## src/rtl/hud_game_ctrl.sv

```systemverilog
`default_nettype none
// ============================================================================
//  Module   : hud_game_ctrl
//  Purpose  : Game-state producer for the HUD seven-segment display. Tracks
//             P1/P2 scores, the current player, a per-turn BCD countdown and
//             the winner. Every output is a 4-bit digit code (0-9 = digit,
//             anything else renders "P") or a flag, and all are registered.
//  Ports    : clk        - system clock
//             reset      - synchronous active-high reset
//             start      - pulse, starts a game from IDLE or OVER
//             pair_valid - pulse, a two-card flip completed
//             pair_hit   - qualifies pair_valid (1 = match, 0 = miss)
//             p1_score   - P1 score digit          (HEX0)
//             p2_score   - P2 score digit          (HEX1)
//             timer_tens - countdown tens digit    (HEX3)
//             timer_ones - countdown ones digit    (HEX2)
//             cur_player - 4'h1 / 4'h2             (HEX4)
//             winner     - 1 / 2 / 0 tie, F unless game over (HEX6)
//             game_over  - high while in OVER
//  Revision : 1.0 - initial release
// ============================================================================
module hud_game_ctrl #(
  parameter int TICK_DIV     = 50000000,
  parameter int TURN_SECONDS = 15,
  parameter int TOTAL_PAIRS  = 8
) (
  input  logic       clk,
  input  logic       reset,
  input  logic       start,
  input  logic       pair_valid,
  input  logic       pair_hit,
  output logic [3:0] p1_score,
  output logic [3:0] p2_score,
  output logic [3:0] timer_tens,
  output logic [3:0] timer_ones,
  output logic [3:0] cur_player,
  output logic [3:0] winner,
  output logic       game_over
);

  localparam int                 c_DIV_W   = (TICK_DIV > 2) ? $clog2(TICK_DIV) : 1;
  localparam logic [c_DIV_W-1:0] c_DIV_MAX = c_DIV_W'(TICK_DIV - 1);
  localparam logic [3:0]         c_TENS    = 4'(TURN_SECONDS / 10);
  localparam logic [3:0]         c_ONES    = 4'(TURN_SECONDS % 10);
  localparam logic [4:0]         c_TOTAL   = 5'(TOTAL_PAIRS);

  typedef enum logic [1:0] {
    S_IDLE = 2'd0,
    S_PLAY = 2'd1,
    S_OVER = 2'd2
  } state_t;

  state_t             r_state;
  logic [c_DIV_W-1:0] r_div;
  logic [3:0]         r_p1;
  logic [3:0]         r_p2;
  logic [3:0]         r_cur;
  logic [3:0]         r_tens;
  logic [3:0]         r_ones;
  logic [3:0]         r_winner;
  logic               r_over;

  logic       w_tick;
  logic       w_timer_zero;
  logic [3:0] w_p1_inc;
  logic [3:0] w_p2_inc;
  logic [3:0] w_p1_hit;
  logic [3:0] w_p2_hit;
  logic [4:0] w_sum_hit;
  logic       w_done;
  logic [3:0] w_win_hit;
  logic [3:0] w_other;

  assign w_tick       = (r_state == S_PLAY) && (r_div == c_DIV_MAX);
  assign w_timer_zero = (r_tens == 4'd0) && (r_ones == 4'd0);
  assign w_other      = (r_cur == 4'h2) ? 4'h1 : 4'h2;

  // Scores saturate at 9 so the display never shows a non-digit code.
  assign w_p1_inc = (r_p1 >= 4'd9) ? 4'd9 : r_p1 + 4'd1;
  assign w_p2_inc = (r_p2 >= 4'd9) ? 4'd9 : r_p2 + 4'd1;

  // Scores as they would be after a hit by the current player; the game-end
  // decision and winner must include that final hit.
  always_comb begin
    w_p1_hit = r_p1;
    w_p2_hit = r_p2;
    if (r_cur == 4'h2) begin
      w_p2_hit = w_p2_inc;
    end else begin
      w_p1_hit = w_p1_inc;
    end
  end

  assign w_sum_hit = {1'b0, w_p1_hit} + {1'b0, w_p2_hit};
  assign w_done    = (w_sum_hit >= c_TOTAL);
  assign w_win_hit = (w_p1_hit > w_p2_hit) ? 4'h1 :
                     (w_p2_hit > w_p1_hit) ? 4'h2 : 4'h0;

  always_ff @(posedge clk) begin
    if (reset) begin
      r_state  <= S_IDLE;
      r_div    <= '0;
      r_p1     <= 4'd0;
      r_p2     <= 4'd0;
      r_cur    <= 4'h1;
      r_tens   <= c_TENS;
      r_ones   <= c_ONES;
      r_winner <= 4'hF;
      r_over   <= 1'b0;
    end else if ((r_state == S_IDLE || r_state == S_OVER) && start) begin
      r_state  <= S_PLAY;
      r_div    <= '0;
      r_p1     <= 4'd0;
      r_p2     <= 4'd0;
      r_cur    <= 4'h1;
      r_tens   <= c_TENS;
      r_ones   <= c_ONES;
      r_winner <= 4'hF;
      r_over   <= 1'b0;
    end else if (r_state == S_PLAY) begin
      if (pair_valid) begin
        // A flip result takes priority over a coincident tick (tick dropped).
        r_div  <= '0;
        r_tens <= c_TENS;
        r_ones <= c_ONES;
        if (pair_hit) begin
          r_p1 <= w_p1_hit;
          r_p2 <= w_p2_hit;
          if (w_done) begin
            r_state  <= S_OVER;
            r_winner <= w_win_hit;
            r_over   <= 1'b1;
          end
        end else begin
          r_cur <= w_other;
        end
      end else if (w_tick) begin
        r_div <= '0;
        if (w_timer_zero) begin
          // 00 has been shown for a full second: hand the turn over.
          r_cur  <= w_other;
          r_tens <= c_TENS;
          r_ones <= c_ONES;
        end else if (r_ones == 4'd0) begin
          r_ones <= 4'd9;
          r_tens <= r_tens - 4'd1;
        end else begin
          r_ones <= r_ones - 4'd1;
        end
      end else begin
        r_div <= r_div + 1'b1;
      end
    end else begin
      r_div <= '0;
    end
  end

  assign p1_score   = r_p1;
  assign p2_score   = r_p2;
  assign timer_tens = r_tens;
  assign timer_ones = r_ones;
  assign cur_player = r_cur;
  assign winner     = r_winner;
  assign game_over  = r_over;

endmodule
`default_nettype wire

```

## config.mk

```make
export PLATFORM = sky130hd
export DESIGN_NAME = hud_game_ctrl
export DESIGN_NICKNAME = d
export VERILOG_FILES = /design/src/rtl/hud_game_ctrl.sv
export SDC_FILE = /design/constraint.sdc
export NUM_CORES = 1
export LEC_CHECK = 0
export ABC_AREA = 1
export CORE_MARGIN = 8
export CORE_UTILIZATION = 59
export CTS_BUF_LIST = sky130_fd_sc_hd__clkbuf_4
export CTS_CLUSTER_DIAMETER = 150
export DETAILED_ROUTE_END_ITERATION = 6
export GPL_TIMING_DRIVEN = 0
export PLACE_DENSITY_LB_ADDON = 0.2
export SLEW_MARGIN = 10
export SYNTH_ARGS = -nofsm -noshare
export SYNTH_HDL_FRONTEND = slang
export SYNTH_SLANG_ARGS = --single-unit
```

## constraint.sdc

```tcl
create_clock -name clk -period 3.05 [get_ports clk]
set_input_delay 0.61 -clock clk [delete_from_list [all_inputs] [get_ports clk]]
set_output_delay 0.61 -clock clk [all_outputs]
set_load 0.02 [all_outputs]
```

# Yosys cells after proc, flatten, opt, wreduce, memory -nomap -nowiden
# Index checks and enable logic that the tools add are counted.
[word_totals]
word_cells = 72
reg_bits = 52
inputBits = 5
out_inout_bits = 25
[op_classes]
n_eq_ne = 5
mux = 24
addsub = 6
reduce_logical = 22
magnitude_cmp = 5
bitwise = 1
[op_table]
columns = ["op", "n"]
rows = [
  ["two-way mux 4 bit", 16],
  ["adder 26 x 1 -> 26 bit (second input constant)", 1],
  ["== test 26 bit (second input constant)", 1],
  ["AND reduction 4 bit", 3],
  ["nonzero test 2 bit", 6],
  ["adder 4 x 1 -> 4 bit (second input constant)", 2],
  [">= comparator 4 bit (second input constant)", 2],
  ["greater-than comparator 4 bit", 2],
  ["zero test 4 bit", 2],
  ["subtractor 4 x 1 -> 4 bit (second input constant)", 2],
  ["two-way mux 2 bit", 3],
  ["AND reduction 3 bit", 2],
  ["adder 4 x 4 -> 5 bit", 1],
  [">= comparator 5 x 4 -> 1 bit (second input constant)", 1],
  ["two-way mux 1 bit", 5],
  ["OR reduction 5 bit", 1],
  ["== test 4 x 2 -> 1 bit (second input constant)", 1],
  ["logical AND 1 bit", 3],
  ["nonzero test 3 bit", 1],
  ["== test 2 x 1 -> 1 bit (second input constant)", 1],
  ["== test 2 bit (second input constant)", 1],
  ["zero test 2 bit", 1],
  ["inequality test 2 bit (second input constant)", 1],
  ["AND reduction 2 bit", 1],
  ["3 further kinds", 3],
]

# Longest topological paths before layout
# Gate-level depths: netlist (run 1).
[depth]
ltp_word = 10
ltp_mapped = 19
depth_no_buf = 19

# Worst setup path after synthesis (run 1)
# Ideal clock, no wire load.
[synth_path]
path_type = "register -> register"
startpoint = "register r_p2[0] (netlist: p2_score[0])"
endpoint = "register r_over (netlist: game_over)"
setup_time_ns = 0.064
synth_period_minus_slack_ns = 2.468
slack_ns = 0.582
t_required_ns = 2.986
n_path_buf = 0
arrival_ns = 2.404
path_stages_with_launch = 17
cell_sequence = "dfxtp_1 inv_1 ha_1 a31oi_1 inv_1 nand2_1 o21ai_0 inv_1 ha_1 inv_1 fa_1 o31a_1 nand3_1 nand2_1 inv_1 nor2_1 nor2_1"
[synth_via]
elab_chain_cells = 6
word_cells_on_any_way = 7
cone_classes = "2 x add/sub; 2 x order compare; 2 x mux; 1 x reduce/logical"
[synth_rtl]
columns = ["item", "line", "source"]
rows = [
  ["start, declared", "56", "logic [3:0] r_p2;"],
  ["start signal, assigned", "128", "r_p2 <= w_p2_hit;"],
  ["adder 4 x 1 -> 4 bit or >= comparator 4 bit (tied branches)", "80", "assign w_p2_inc = (r_p2 >= 4'd9) ? 4'd9 : r_p2 + 4'd1;"],
  ["two-way mux 4 bit", "80", ""],
  ["two-way mux 4 bit (*)", "87", "if (r_cur == 4'h2) begin"],
  ["via w_p2_hit[0]", "68", "logic [3:0] w_p2_hit;"],
  ["adder 4 x 4 -> 5 bit (*)", "94", "assign w_sum_hit = {1'b0, w_p1_hit} + {1'b0, w_p2_hit};"],
  [">= comparator 5 x 4 -> 1 bit (*)", "95", "assign w_done = (w_sum_hit >= c_TOTAL);"],
  ["AND reduction 4 bit (no source line) (*)", "--", ""],
  ["end signal, assigned", "109", "r_over <= 1'b0;"],
  ["end signal, assigned", "119", "r_over <= 1'b0;"],
  ["end signal, assigned", "132", "r_over <= 1'b1;"],
  ["end, declared", "61", "logic r_over;"],
]
# Mark *: on every way through the listed nets, which the timed path passes. The rest lies on a longest branch.
# A chain may end at the register's enable or synchronous reset.

# Worst setup path after layout (run 1)
[layout_path]
startpoint = "register r_p1[1] (netlist: p1_score[1])"
endpoint = "register r_winner[1] (netlist: winner[1])"
[layout_via]
elab_chain_cells = 6
word_cells_on_any_way = 11
cone_classes = "2 x add/sub; 4 x order compare; 4 x mux; 1 x reduce/logical"
[layout_rtl]
columns = ["item", "line", "source"]
rows = [
  ["start, declared", "55", "logic [3:0] r_p1;"],
  ["start signal, assigned", "127", "r_p1 <= w_p1_hit;"],
  ["adder 4 x 1 -> 4 bit or >= comparator 4 bit (tied branches)", "79", "assign w_p1_inc = (r_p1 >= 4'd9) ? 4'd9 : r_p1 + 4'd1;"],
  ["two-way mux 4 bit", "79", ""],
  ["two-way mux 4 bit (*)", "87", ""],
  ["via w_p1_hit[1]", "67", "logic [3:0] w_p1_hit;"],
  ["adder 4 x 4 -> 5 bit or greater-than comparator 4 bit (tied branches)", "94, 97", ""],
  [">= comparator 5 x 4 -> 1 bit or two-way mux 2 bit (tied branches)", "95, 97", ""],
  ["AND reduction 4 bit (no source line) or two-way mux 2 bit (tied branches)", "--", ""],
  ["end signal, assigned", "131", "r_winner <= w_win_hit;"],
  ["end, declared", "60", "logic [3:0] r_winner;"],
]
# Marked as above.

==> qor.txt, run 1 <==
Worst Hold Endpoint = winner[2]
Largest net degree at the start of global routing = 17
Initial DRC Count = 140
P_leak = 0.00137 uW
Minimum clock period = 2650 ps
Clock sink count = 49
Total GRT Usage = 17.9%
TNS Setup = 0 ps
CP max-delay cell = dfxtp_1
Final ANT Viol Nets = 0
Register-to-Register Path Depth = 16
Initial antenna violation count = 0
Worst Path Buf+Inv = 3
Post-synth top cells = 90 x nand2_1, 63 x inv_1, 53 x nor2_1
Vias in the first global route = 2502
Routed WL per cell = 12.3 um
Worst Setup End Kind = register
FILL cells = 413
Cts hold-fix bufs = 0
RSZ-0062 raised after global routing = no
Skew-Pair Late Insertion Delay = 390 ps
Setup slack after placement = 463 ps
Synth Area per Inst = 6.84 um^2
RR Endpoint = winner[1]
CP max FO = 5
Area contributors post-synth = dfxtp_1 34%, nand2_1 12%, inv_1 8.1%, ha_1 7.7%, nor2_1 6.8%
Port bufs = 27
Worst hold path startpoint = winner[2]
Highest clock rate = 377 MHz
DR pass1 iterations = 5
Total of max-cap violations = 0
Die height = 86.4 um
Post-synthesis cell type count = 36
Register area share after synthesis = 33.6%
FF+latch count, synth = 49
Hold Path Depth = 2
Worst-case clock buffer depth = 2
Clock Pin Slew Worst Setup and Hold Paths = 130 ps
Final period util = 87.0%
CTS tree = yes
Final GP Congestion = 0.917
Maximum vdd ir drop = 0.246 mV
ANT cells = 0
Initial core utilization = 61.4%
Yosys top cell by area = dfxtp_1
Hold Crit Class = reg2reg
Critical path class = reg2reg
CTS Buf Count = 5
CP startpoint kind = register
Detailed Route WL = 6500 um
Global route overflow = 0
Crit path largest cell delay = 430 ps
Most used standard cell by instance count after synthesis = nand2_1
Post-DP HPWL = 4920 um
Cells after synthesis = 427
Cell Area, Synth = 0.00292 mm^2
Core area = 0.00475 mm^2
Final hold vios = 0
Area growth, synth to finish = 15.1%
Final setup vio count = 0
Crit-path cells = inv_1 -> ha_1 -> o21ai_0 -> nor2_1 -> a21oi_1 -> inv_1 -> ha_1 -> nor2_1 -> o21bai_1 -> nand2_1 -> nand2_1 -> nand3_1 -> nand2_1 -> inv_1 -> nand2_1 -> nand3_1
H-tree depth = 2
First-pass GRT wire length = 11100 um
Fin nets = 486
Layout cell share with drive strength beyond 1 = 8.86%
Final core area utilization = 70.7%
Die area = 0.00746 mm^2
CP dominant cell by count = nand2_1
Postcts setup bufs = 0
Worst EP required = 3320 ps
Number of synthesized flops with an enable pin = 0
Flop-to-flop setup slack = 400 ps
Synth top area share = 33.6%
YS warnings = 0
Max Slew Vio Count = 0
Worst r2r src = p1_score[1]
Top delay family on crit path = simple AND/OR/NAND/NOR gates
Number of core rows = 25
Clock Skew = 18.1 ps
Die Wd = 86.4 um
Power per Cell Area = 344 mW/mm^2
DRC viols = 0
Synth Flop Type = dfxtp_1
Vias = 2732
Outcome = completed
FFs w/ async S/R, synth = 0%
Worst path arrival time = 2930 ps
CTS-repair resized insts = 0
Final WS setup = 397 ps
Vias per Instance = 5.15
Root buffer cell = clkbuf_4
Ports = 30
[layer usage]
| layer | wire, um | global-route usage (%) | part of all wire, % |
|---|---|---|---|
| met1 | 3010 | 23.1 | 46 |
| met2 | 3010 | 28.9 | 46 |
| met3 | 412 | 3.69 | 6.3 |
| met4 | 66 | 5.79 | 1.0 |
| met5 | 0 | 0 | 0 |
[report_power, final]
group,switching [uW],internal [uW]
registers,6.47,647
clock network,227,174
logic,64.0,37.8
total,298,859
[stage by stage]
stage,total power [uW],hold WS (ps),cells,cell area (um^2)
detailed placement,768,454,522,3280
CTS,1160,481,530,3360
global placement,766,443,522,3280
global route,1200,506,530,3360
floorplan,734,429,428,2920
finish,1160,476,530,3360
[state kept, by name, summed over array words and instances, names as in the netlist]
| register | cells |
|---|---|
| p1_score | 4 |
| r_state | 1 |
| timer_tens | 4 |
| r_div | 26 |
| game_over | 1 |
| timer_ones | 4 |
| p2_score | 4 |
| cur_player | 2 |
| winner | 3 |
[worst min-delay path: cells and delay by family, from the launching register on]
| family | cells | cell delay (ps) |
|---|---|---|
| simple gates | 2 | 100 |
| flops | 1 | 340 |
[cell families (layout without fill, tap and decap cells)]
family,Yosys count,in the layout,synth area share (%)
buf+inv,75,110,10.7
other cells,1,2,0.128
simple gates,222,222,34.9
xor+xnor,10,10,3.00
fa+ha+maj,19,19,8.40
compound gates,51,51,9.34
flops,49,49,33.6
[area by class of cell]
| cell class | count | area [um^2] | area share [%] |
|---|---|---|---|
| multi-input cells | 304 | 1630 | 48.5 |
| flip-flops and latches | 49 | 981 | 29.2 |
| repair buffers | 27 | 270 | 8.04 |
| inverters | 65 | 245 | 7.29 |
| well taps | 67 | 83.8 | 2.49 |
| plain buffers | 10 | 66.3 | 1.97 |
| clock inverters | 3 | 46.3 | 1.38 |
| clock buffers | 5 | 37.5 | 1.12 |
[cells in the final DEF, fill, tap and decap left out, types with 14 or more instances in the layout]
| cell type | n |
|---|---|
| a21oi_1 | 29 |
| clkdlybuf4s50_1 | 27 |
| dfxtp_1 | 49 |
| ha_1 | 18 |
| inv_1 | 63 |
| nand2_1 | 90 |
| nand3_1 | 27 |
| nand4_1 | 14 |
| nor2_1 | 53 |
| nor3_1 | 14 |
| o21ai_0 | 15 |
[how the worst max path moves through the flow]
stage	startpoint	endpoint	cells after the start
4_1_cts	p1_score[1]	game_over	13
5_1_grt	p1_score[1]	game_over	16
6_report	p1_score[1]	winner[1]	16
2_1_floorplan	p2_score[0]	game_over	16
3_5_place_dp	p1_score[1]	winner[0]	16
3_3_place_gp	p1_score[1]	game_over	13
(Power assumes the default switching activity.)
==> inputs of run 2 (changes only) <==
Settings changed: CORE_UTILIZATION 59 to 45.
==> run 2 against run 1 <==
  * Global-route usage fell by 3.2 points
  * Die area is 25% higher
  * Clock-buffer cell count grew 1
  * Combinational power barely moved
  * Sequential power about the same
  * Total power shrank 1.2%
  * Clock skew rose by 0.51 ps
  * Final cell count up 1.9%
  * Fmax fell by 3.2%
  * Wire length decreased by 0.12%
  * Sequential share of layout area shrank 0.065 points
  * Via count down 1.2%
  * Highest routed layer unchanged
==> qor.txt, run 2 (synthesized netlist as in run 1, its figures left out) <==
H-tree depth = 2 (unchanged)
Die Wd = 96.6 um (+12%)
Port bufs = 27 (unchanged)
TNS Setup = 0 ps (unchanged)
Die area = 0.00932 mm^2 (+25%)
Initial DRC Count = 126 (-10%)
Vias per Instance = 5.00 (-3.0%)
CP startpoint kind = register
RSZ-0062 raised after global routing = no
Highest clock rate = 365 MHz (-3.2%)
Final setup vio count = 0 (unchanged)
Global route overflow = 0 (unchanged)
Initial core utilization = 46.3% (-15 points)
Final ANT Viol Nets = 0 (unchanged)
Clock Pin Slew Worst Setup and Hold Paths = 140 ps (about the same)
Int Power = 865 uW (+0.70%)
Worst EP required = 3370 ps (+50 ps)
DR pass1 iterations = 4 (-1)
Commonest non-fill, non-tap cell in the layout = nand2_1
Max Slew Vio Count = 0 (unchanged)
Largest reg by FF count = r_div
Layout cell share with drive strength beyond 1 = 8.64% (-0.22 points)
Comb pwr share = 8.9% (about the same)
Number of core rows = 29 (+16%)
Clock power frac = 33.9% (-0.8 points)
Psw = 278 uW (-6.6%)
Postcts setup bufs = 0 (unchanged)
Core area = 0.00631 mm^2 (+33%)
Detailed Route WL = 6490 um (-0.12%)
Skew-Pair Late Insertion Delay = 370 ps (-20 ps)
CP max FO = 5 (unchanged)
DRC viols = 0 (unchanged)
Vias in the first global route = 2511 (+0.36%)
Critical path class = reg2reg
Routed WL per cell = 12.0 um (-2.0%)
Clock sink count = 49 (unchanged)
Final GP Congestion = 0.832 (-9.3%)
Initial antenna violation count = 0 (unchanged)
Vias = 2699 (-1.2%)
Outcome = completed
Setup slack after placement = 389 ps (-73.5 ps)
First-pass GRT wire length = 11200 um (+1.1%)
Fin nets = 486 (unchanged)
Power per Cell Area = 339 mW/mm^2 (-1.4%)
Ports = 30 (unchanged)
Post-DP HPWL = 4990 um (+1.3%)
Net Sw Frac = 24.3% (-1.4 points)
Worst path arrival time = 3060 ps (+130 ps)
Maximum vdd ir drop = 0.167 mV (-32%)
Final hold vios = 0 (unchanged)
Most frequent cells in the layout = 90 x nand2_1, 63 x inv_1, 53 x nor2_1, 49 x dfxtp_1, 29 x a21oi_1
Area growth, synth to finish = 15.4%
Worst-case clock buffer depth = 2 (unchanged)
P_leak = 0.00137 uW (+0.14%)
CTS-repair resized insts = 0 (unchanged)
CTS Buf Count = 5 (unchanged)
Total of max-cap violations = 0 (unchanged)
Final WS setup = 309 ps (-87.9 ps)
Cts hold-fix bufs = 0 (unchanged)
Cell Area, Placed = 0.00329 mm^2 (+0.38%)
Total GRT Usage = 14.7% (-3.2 points)
Max FFs per register = 26 (unchanged)
Largest net degree at the start of global routing = 15 (-2)
Minimum clock period = 2740 ps (+87.9 ps)
Final period util = 89.9% (+2.9 points)
Design Area, Final = 0.00337 mm^2 (+0.22%)
Die height = 96.6 um (+12%)
Hold Crit Class = reg2reg
CTS tree = yes
Root buffer cell = clkbuf_4
Clock Skew = 18.6 ps (+0.515 ps)
Worst Setup End Kind = register
Share of power burned in registers = 57.2% (+0.7 points)
ANT cells = 0 (unchanged)
run 2: final cells by class:
class,instances,area [um^2]
clock buffer,6,45.0
timing repair buffer,27,270
sequential,49,981
multi-input combinational,304,1630
fill,646,2940
clock inverter,2,33.8
tap,77,96.3
buffer,10,66.3
inverter,65,245
run 2: per-stage QoR:
stage | total power, uW | cells | utilization (%) | hold WS [ps]
after floorplan | 734 | 428 | - | 429
after global placement | 767 | 532 | 52.1 | 443
after detailed placement | 769 | 532 | 52.1 | 450
after CTS | 1150 | 540 | 53.4 | 481
after global routing | 1190 | 540 | 53.4 | 492
final | 1140 | 540 | 53.4 | 478
run 2: critical path, cell delays in order (launching register included):
cell and delay, ps:
dfxtp_1 430, inv_1 110, ha_1 180, o21ai_0 220, nor2_1 120, a21oi_1 260
inv_1 140, fa_1 450, o31a_1 290, nand3_1 90, nand2_1 140, inv_1 130
nor2_1 50, nor2_1 80
run 2: power by group through the flow:
stage / registers (uW) / logic, uW / clock network [uW]
3_5_place_dp: 668 / 101 / 0
5_1_grt: 655 / 114 / 422
4_1_cts: 654 / 101 / 400
6_report: 654 / 101 / 388
2_1_floorplan: 673 / 61.6 / 0
3_3_place_gp: 668 / 99.9 / 0
run 2: worst paths after layout:
check / start / to / slack, ps / cells after the start
max reg2reg: p1_score[1] / game_over / 310 / 13
min: r_state[0] / r_state[0] / 480 / 2
min reg2reg: r_state[0] / r_state[0] / 480 / 2
max: p1_score[1] / game_over / 310 / 13
run 2: per-layer routing:
layer	wire, um	vias up	global-route usage (%)
met4	62	0	4.16
met3	305	6	3.17
li1	-	1428	-
met2	2940	44	23.9
met1	3180	1221	19.2
met5	0	-	0
==> inputs of run 3 (changes only) <==
Settings changed: HOLD_SLACK_MARGIN from default to 0.06.
==> results of run 3 <==
No change in the layout: final DEF, timing and power equal those of run 2.
